--- src/rtl/dup_op_feeder_if.sv ---
// Handshake and operand bundle for the command-buffering issue stage.
// The slave modport is the feeder's view; master is the surrounding environment.
interface dup_op_feeder_if #(
  parameter int W     = 8,
  parameter int DEPTH = 4
);
  localparam int LW = $clog2(DEPTH) + 1;

  logic          in_valid;
  logic          in_ready;
  logic [2:0]    in_mode;
  logic [W-1:0]  in_val1;
  logic [W-1:0]  in_val2;

  logic [2:0]    alu_mode;
  logic [W-1:0]  alu_val1;
  logic [W-1:0]  alu_val2;
  logic [W-1:0]  alu_res;

  logic          out_valid;
  logic          out_ready;
  logic [W-1:0]  out_res;
  logic [2:0]    out_mode;

  logic [LW-1:0] level;

  modport slave (
    input  in_valid, in_mode, in_val1, in_val2, alu_res, out_ready,
    output in_ready, alu_mode, alu_val1, alu_val2, out_valid, out_res, out_mode, level
  );

  modport master (
    output in_valid, in_mode, in_val1, in_val2, alu_res, out_ready,
    input  in_ready, alu_mode, alu_val1, alu_val2, out_valid, out_res, out_mode, level
  );
endinterface

--- src/rtl/dup_op_feeder.sv ---
// Issue stage: queues (mode, val1, val2) commands, presents the FIFO head to a
// combinational arithmetic unit and returns registered results in order.
module dup_op_feeder #(
  parameter int W     = 8,
  parameter int DEPTH = 4
) (
  input  logic                  clk,
  input  logic                  rst,
  dup_op_feeder_if.slave        bus
);
  localparam int AW = $clog2(DEPTH);
  localparam int LW = AW + 1;
  localparam logic [LW-1:0] FULL = LW'(DEPTH);

  typedef struct packed {
    logic [2:0]   mode;
    logic [W-1:0] val1;
    logic [W-1:0] val2;
  } cmd_t;

  cmd_t          mem [DEPTH];
  logic [AW-1:0] wr_ptr;
  logic [AW-1:0] rd_ptr;
  logic [LW-1:0] count;
  logic          out_valid_q;
  logic [W-1:0]  out_res_q;
  logic [2:0]    out_mode_q;

  logic          push;
  logic          load;
  logic          not_empty;
  cmd_t          head;

  assign not_empty = (count != '0);
  assign bus.in_ready = (count != FULL) && !rst;
  assign push = bus.in_valid && bus.in_ready;
  // The output register frees up in the same cycle it is consumed.
  assign load = not_empty && (!out_valid_q || bus.out_ready);

  // NOTE: every variable written in always_comb gets a default first so no latch is inferred.
  always_comb begin
    head = '0;
    if (not_empty) head = mem[rd_ptr];
  end

  assign bus.alu_mode  = head.mode;
  assign bus.alu_val1  = head.val1;
  assign bus.alu_val2  = head.val2;

  // NOTE: the command storage has no reset; only pointers and count define which entries are live.
  always_ff @(posedge clk) begin
    if (push) mem[wr_ptr] <= cmd_t'{mode: bus.in_mode, val1: bus.in_val1, val2: bus.in_val2};
  end

  // NOTE: sequential state is updated with non-blocking assignments only.
  always_ff @(posedge clk) begin
    if (rst) begin
      wr_ptr      <= '0;
      rd_ptr      <= '0;
      count       <= '0;
      out_valid_q <= 1'b0;
      out_res_q   <= '0;
      out_mode_q  <= '0;
    end else begin
      if (push) wr_ptr <= wr_ptr + AW'(1);
      if (load) begin
        rd_ptr      <= rd_ptr + AW'(1);
        out_res_q   <= bus.alu_res;
        out_mode_q  <= head.mode;
        out_valid_q <= 1'b1;
      end else if (out_valid_q && bus.out_ready) begin
        out_valid_q <= 1'b0;
      end
      case ({push, load})
        2'b10:   count <= count + LW'(1);
        2'b01:   count <= count - LW'(1);
        default: count <= count;
      endcase
    end
  end

  assign bus.out_valid = out_valid_q;
  assign bus.out_res   = out_res_q;
  assign bus.out_mode  = out_mode_q;
  assign bus.level     = count;
endmodule

--- src/flat_wrapper.sv ---
// flat-port wrapper written by rule: the top's interface ports become plain ports
module dup_op_feeder_flat 
#(
  parameter int W     = 8,
  parameter int DEPTH = 4
)
  (clk, rst, bus_in_valid, bus_in_mode, bus_in_val1, bus_in_val2, bus_alu_res, bus_out_ready, bus_in_ready, bus_alu_mode, bus_alu_val1, bus_alu_val2, bus_out_valid, bus_out_res, bus_out_mode, bus_level);
  dup_op_feeder_if #(.W(W), .DEPTH(DEPTH)) bus_i ();
  input  logic clk;
  input  logic rst;
  input wire logic [$bits(bus_i.in_valid)-1:0] bus_in_valid;
  input wire logic [$bits(bus_i.in_mode)-1:0] bus_in_mode;
  input wire logic [$bits(bus_i.in_val1)-1:0] bus_in_val1;
  input wire logic [$bits(bus_i.in_val2)-1:0] bus_in_val2;
  input wire logic [$bits(bus_i.alu_res)-1:0] bus_alu_res;
  input wire logic [$bits(bus_i.out_ready)-1:0] bus_out_ready;
  output wire logic [$bits(bus_i.in_ready)-1:0] bus_in_ready;
  output wire logic [$bits(bus_i.alu_mode)-1:0] bus_alu_mode;
  output wire logic [$bits(bus_i.alu_val1)-1:0] bus_alu_val1;
  output wire logic [$bits(bus_i.alu_val2)-1:0] bus_alu_val2;
  output wire logic [$bits(bus_i.out_valid)-1:0] bus_out_valid;
  output wire logic [$bits(bus_i.out_res)-1:0] bus_out_res;
  output wire logic [$bits(bus_i.out_mode)-1:0] bus_out_mode;
  output wire logic [$bits(bus_i.level)-1:0] bus_level;
  assign bus_i.in_valid = bus_in_valid;
  assign bus_i.in_mode = bus_in_mode;
  assign bus_i.in_val1 = bus_in_val1;
  assign bus_i.in_val2 = bus_in_val2;
  assign bus_i.alu_res = bus_alu_res;
  assign bus_i.out_ready = bus_out_ready;
  assign bus_in_ready = bus_i.in_ready;
  assign bus_alu_mode = bus_i.alu_mode;
  assign bus_alu_val1 = bus_i.alu_val1;
  assign bus_alu_val2 = bus_i.alu_val2;
  assign bus_out_valid = bus_i.out_valid;
  assign bus_out_res = bus_i.out_res;
  assign bus_out_mode = bus_i.out_mode;
  assign bus_level = bus_i.level;
  dup_op_feeder #(.W(W), .DEPTH(DEPTH)) u_core (.clk(clk), .rst(rst), .bus(bus_i));
endmodule
--- config.mk ---
export PLATFORM = sky130hd
export DESIGN_NAME = dup_op_feeder_flat
export DESIGN_NICKNAME = d
export VERILOG_FILES = /design/src/rtl/dup_op_feeder_if.sv /design/src/rtl/dup_op_feeder.sv /design/src/flat_wrapper.sv
export SDC_FILE = /design/constraint.sdc
export NUM_CORES = 1
export LEC_CHECK = 0
export ABC_AREA = 0
export CORE_MARGIN = 2
export CORE_UTILIZATION = 47
export DETAILED_ROUTE_END_ITERATION = 7
export PLACE_DENSITY = 0.79
export SYNTH_ARGS = -nofsm -noshare
export SYNTH_HDL_FRONTEND = slang
export SYNTH_SLANG_ARGS = --single-unit
--- constraint.sdc ---
create_clock -name clk -period 2.15 [get_ports clk]
set_clock_uncertainty 0.2 [all_clocks]
set_input_delay 0.645 -clock clk [delete_from_list [all_inputs] [get_ports clk]]
set_output_delay 0.645 -clock clk [all_outputs]
set_load 0.01 [all_outputs]
==> key figures <==
Outcome
  – Status: complete, but fails checks
  – Failing checks: setup timing

Routing
  – Initial drt markers: 121
  – DRT Wirelength: 7547 um
  – Vias/cell: 5.261
  – Avg WL per Cell: 17.72 um
  – DRC violations left: 0
  – Antenna Nets Post-Route: 0
  – Via count: 2241
  – Pre-Repair DR Iteration Count: 4

STA
  – Unrepaired setup endpoints after global routing: yes
  – Setup TNS: -7334 ps
  – Worst rel slew slack: 83.67%
  – Final Critical Period: 2593 ps
  – Final Setup Violations: 20
  – Worst-Margin Slew: 242.5 ps
  – Fin worst setup slack: -443.4 ps
  – F_max: 385.6 MHz
  – Max-slew violations: 0
  – Final Hold Viols: 0
  – Final Cycle Share: 120.6%

CTS
  – CTS buffer count: 9
  – CTS root buf: clkbuf_8
  – H-Tree Depth: 3
  – CTS Buffer Depth: 2
  – CTS tree: done
  – Worst-path clk slew: 90 ps
  – Clock latency on the worst-skew pair: 340 ps
  – Num Clock Sinks: 97

Cells and area
  – Layout Area Growth over Synthesis: 32.15%
  – Finished Cell Area: 5071 sq um
  – Final core occ: 64.95%
  – Fin cells: 426
  – Fin nets: 356
  – Fraction of layout cells with a size suffix above 1: 32.72%
  – Diode count: 0

Die
  – Die height: 94.36 um
  – Core area: 7807 sq um
  – I/O Pins: 66
  – Starting Density: 49.15%
  – Site Rows: 32
  – Die area: 8904 sq um
  – DIE WIDTH: 94.36 um

Power and ir drop
  – Worst VDD drop: 559.4 uV
  – Pleak: 1.775 nW
  – PwrDens: 1184 nW/um^2

Synth
  – Distinct cells, synth: 29
  – Async SR Flop Fraction: 0%
  – Synth area leaders: edfxtp_1 (59%), dfxtp_1 (11%), mux4_1 (6.2%), mux4_2 (5.9%), and2_1 (3.7%)
  – Leading area contributor after synthesis: edfxtp_1
  – Most frequent cell after synthesis: edfxtp_1
  – Syn nets: 263
  – Post-synth top flop: edfxtp_1
  – Cell Area, Synth: 3837 sq um
  – Synth warn: 0
  – Synth Register Bits: 97
  – Commonest cells in the netlist: edfxtp_1 (76), and2_1 (23), dfxtp_1 (21)
  – Mapped Cells: 226
  – Seq/Total Area, Yosys: 70.43%
  – Synth top area share: 59.47%
  – EDFF count, synth: 76
  – Avg Inst Size Synth: 16.98 sq um

Global routing
  – Total GRT Usage: 18.06%
  – First-pass GRT wire length: 11800 um
  – Initial antenna violation count: 0
  – Total gr overflow: 0
  – Largest net degree at the start of global routing: 20
  – Vias in the first global route: 2318

Min path
  – Hold Path Class: reg2reg

Placed design
  – DP Area: 4790 sq um
  – Setup WS pre-CTS: -620.7 ps
  – IO Port Bufs: 65
  – DP Cell Count: 402
  – Gpl congestion: 0.6903
  – Dpl hpwl: 4615 um

Setup path
  – Req. time, crit path: 1300 ps
  – CP arrival: 1750 ps
  – Worst setup EP type: output port
  – CP max FO: 5
  – Cell mode on critical path: buf_6
  – Max incr delay on CP: 490 ps
  – Worst path slowest cell: mux4_2
  – CP Cell Sequence: buf_6 -> buf_16 -> mux4_2 -> and2_4 -> buf_6
  – Critical path launch point type: register
  – Kind of critical path: reg2out

Flow run
  – Max Cap Violations: 0
path summary, 6_finish.rpt:
check	startpoint	endpoint	slack [ps]	cells after the start
max	register	bus_alu_val1[1]	-440	5
min	u_core.bus.out_res[1]	u_core.bus.out_res[1]	280	2
max reg2reg	u_core.bus.level[1]	u_core.bus.level[2]	-100	10
min reg2reg	u_core.bus.out_res[1]	u_core.bus.out_res[1]	280	2
sequential cells by signal (all words and copies together), names as in the netlist, named ones only:
| signal | count |
|---|---|
| u_core.bus.out_res | 8 |
| u_core.bus.level | 3 |
| u_core.rd_ptr | 2 |
| u_core.wr_ptr | 2 |
| u_core.bus.out_mode | 3 |
| u_core.bus.out_valid | 1 |
| u_core.mem | 76 |
critical path, delay by kind of cell, from the launching register on:
kind | cells | cell delay, ps
flip-flops | 1 | 390
multiplexers | 1 | 490
AND/OR/NAND/NOR | 1 | 150
buffers and inverters | 3 | 380
logic make-up (layout without fill, tap and decap cells):
kind of cell | Yosys count | in the layout | share of synthesized area (%)
xor gates and xnor gates | 2 | 2 | 0.4566
buffers and inverters | 19 | 117 | 2.641
and+or+nand+nor | 50 | 50 | 7.499
muxes | 21 | 21 | 12.59
adders and majority gates | 6 | 6 | 2.152
DFF | 97 | 97 | 70.43
AOI/OAI and AO/OA | 31 | 31 | 4.239
routing by layer:
layer  vias to the layer above  global-route usage (%)  wire length (um)
li1                       1046                       -                 -
met1                      1115                   22.54              3202
met2                        74                   31.49              3816
met3                         6                   4.549               459
met4                         0                   5.072                69
met5                         -                       0                 0
where the power goes:
group / switching [mW] / total [mW] / internal, mW / leakage (nW)
Combinational: 1.15 / 2.61 / 1.46 / 0.828
Sequential: 0.100 / 2.35 / 2.25 / 0.864
Clock: 0.606 / 1.04 / 0.432 / 0.0835
Total: 1.86 / 6.00 / 4.14 / 1.78
through the flow:
step / power, mW / hold slack, ps
floorplan: 3.570 / 275.0
global placement: 4.611 / 258.8
detailed placement: 4.671 / 266.1
CTS: 5.993 / 278.4
global route: 6.373 / 321.9
finish: 6.004 / 280.6
layout by cell type, fill, tap and decap left out, types with 2 or more instances in the layout:
master,synthesis,routed
dfxtp_1,21,17
xor2_1,2,2
ha_1,5,4
dlygate4sd2_1,0,6
nand2b_1,2,2
nor2_1,7,6
nor3b_4,0,2
clkdlybuf4s50_1,0,39
o21ai_0,13,13
inv_1,7,6
clkbuf_1,4,2
or3_1,3,3
buf_12,1,6
buf_4,0,15
nand3_1,11,11
dfxtp_2,0,3
and2_4,0,12
a21oi_2,0,2
buf_2,3,8
mux4_2,10,19
a21oi_1,16,14
and2_1,23,11
buf_6,1,18
buf_16,0,2
clkbuf_8,0,9
edfxtp_1,76,76
final cells by class:
type	instances	area, sq um
fillers	568	2736
flip-flops and latches	97	2710
multi-input cells	110	1062
repair buffers	94	973.4
clock buffers	11	131.4
well taps	102	127.6
clock inverters	5	40.04
inverters	7	26.28
timing repair:
| item | 4_1_cts | 5_1_grt |
|---|---|---|
| hold buffers | 0 | 0 |
| gates cloned | 3 | 0 |
| pin swaps | 24 | 1 |
| endpoints found under the hold margin | 0 | 0 |
| setup endpoints to repair | 25 | 22 |
| buffers inserted | 4 | 3 |
| resized for setup | 124 | 16 |
Note: power is estimated with default switching activity, not from simulation.
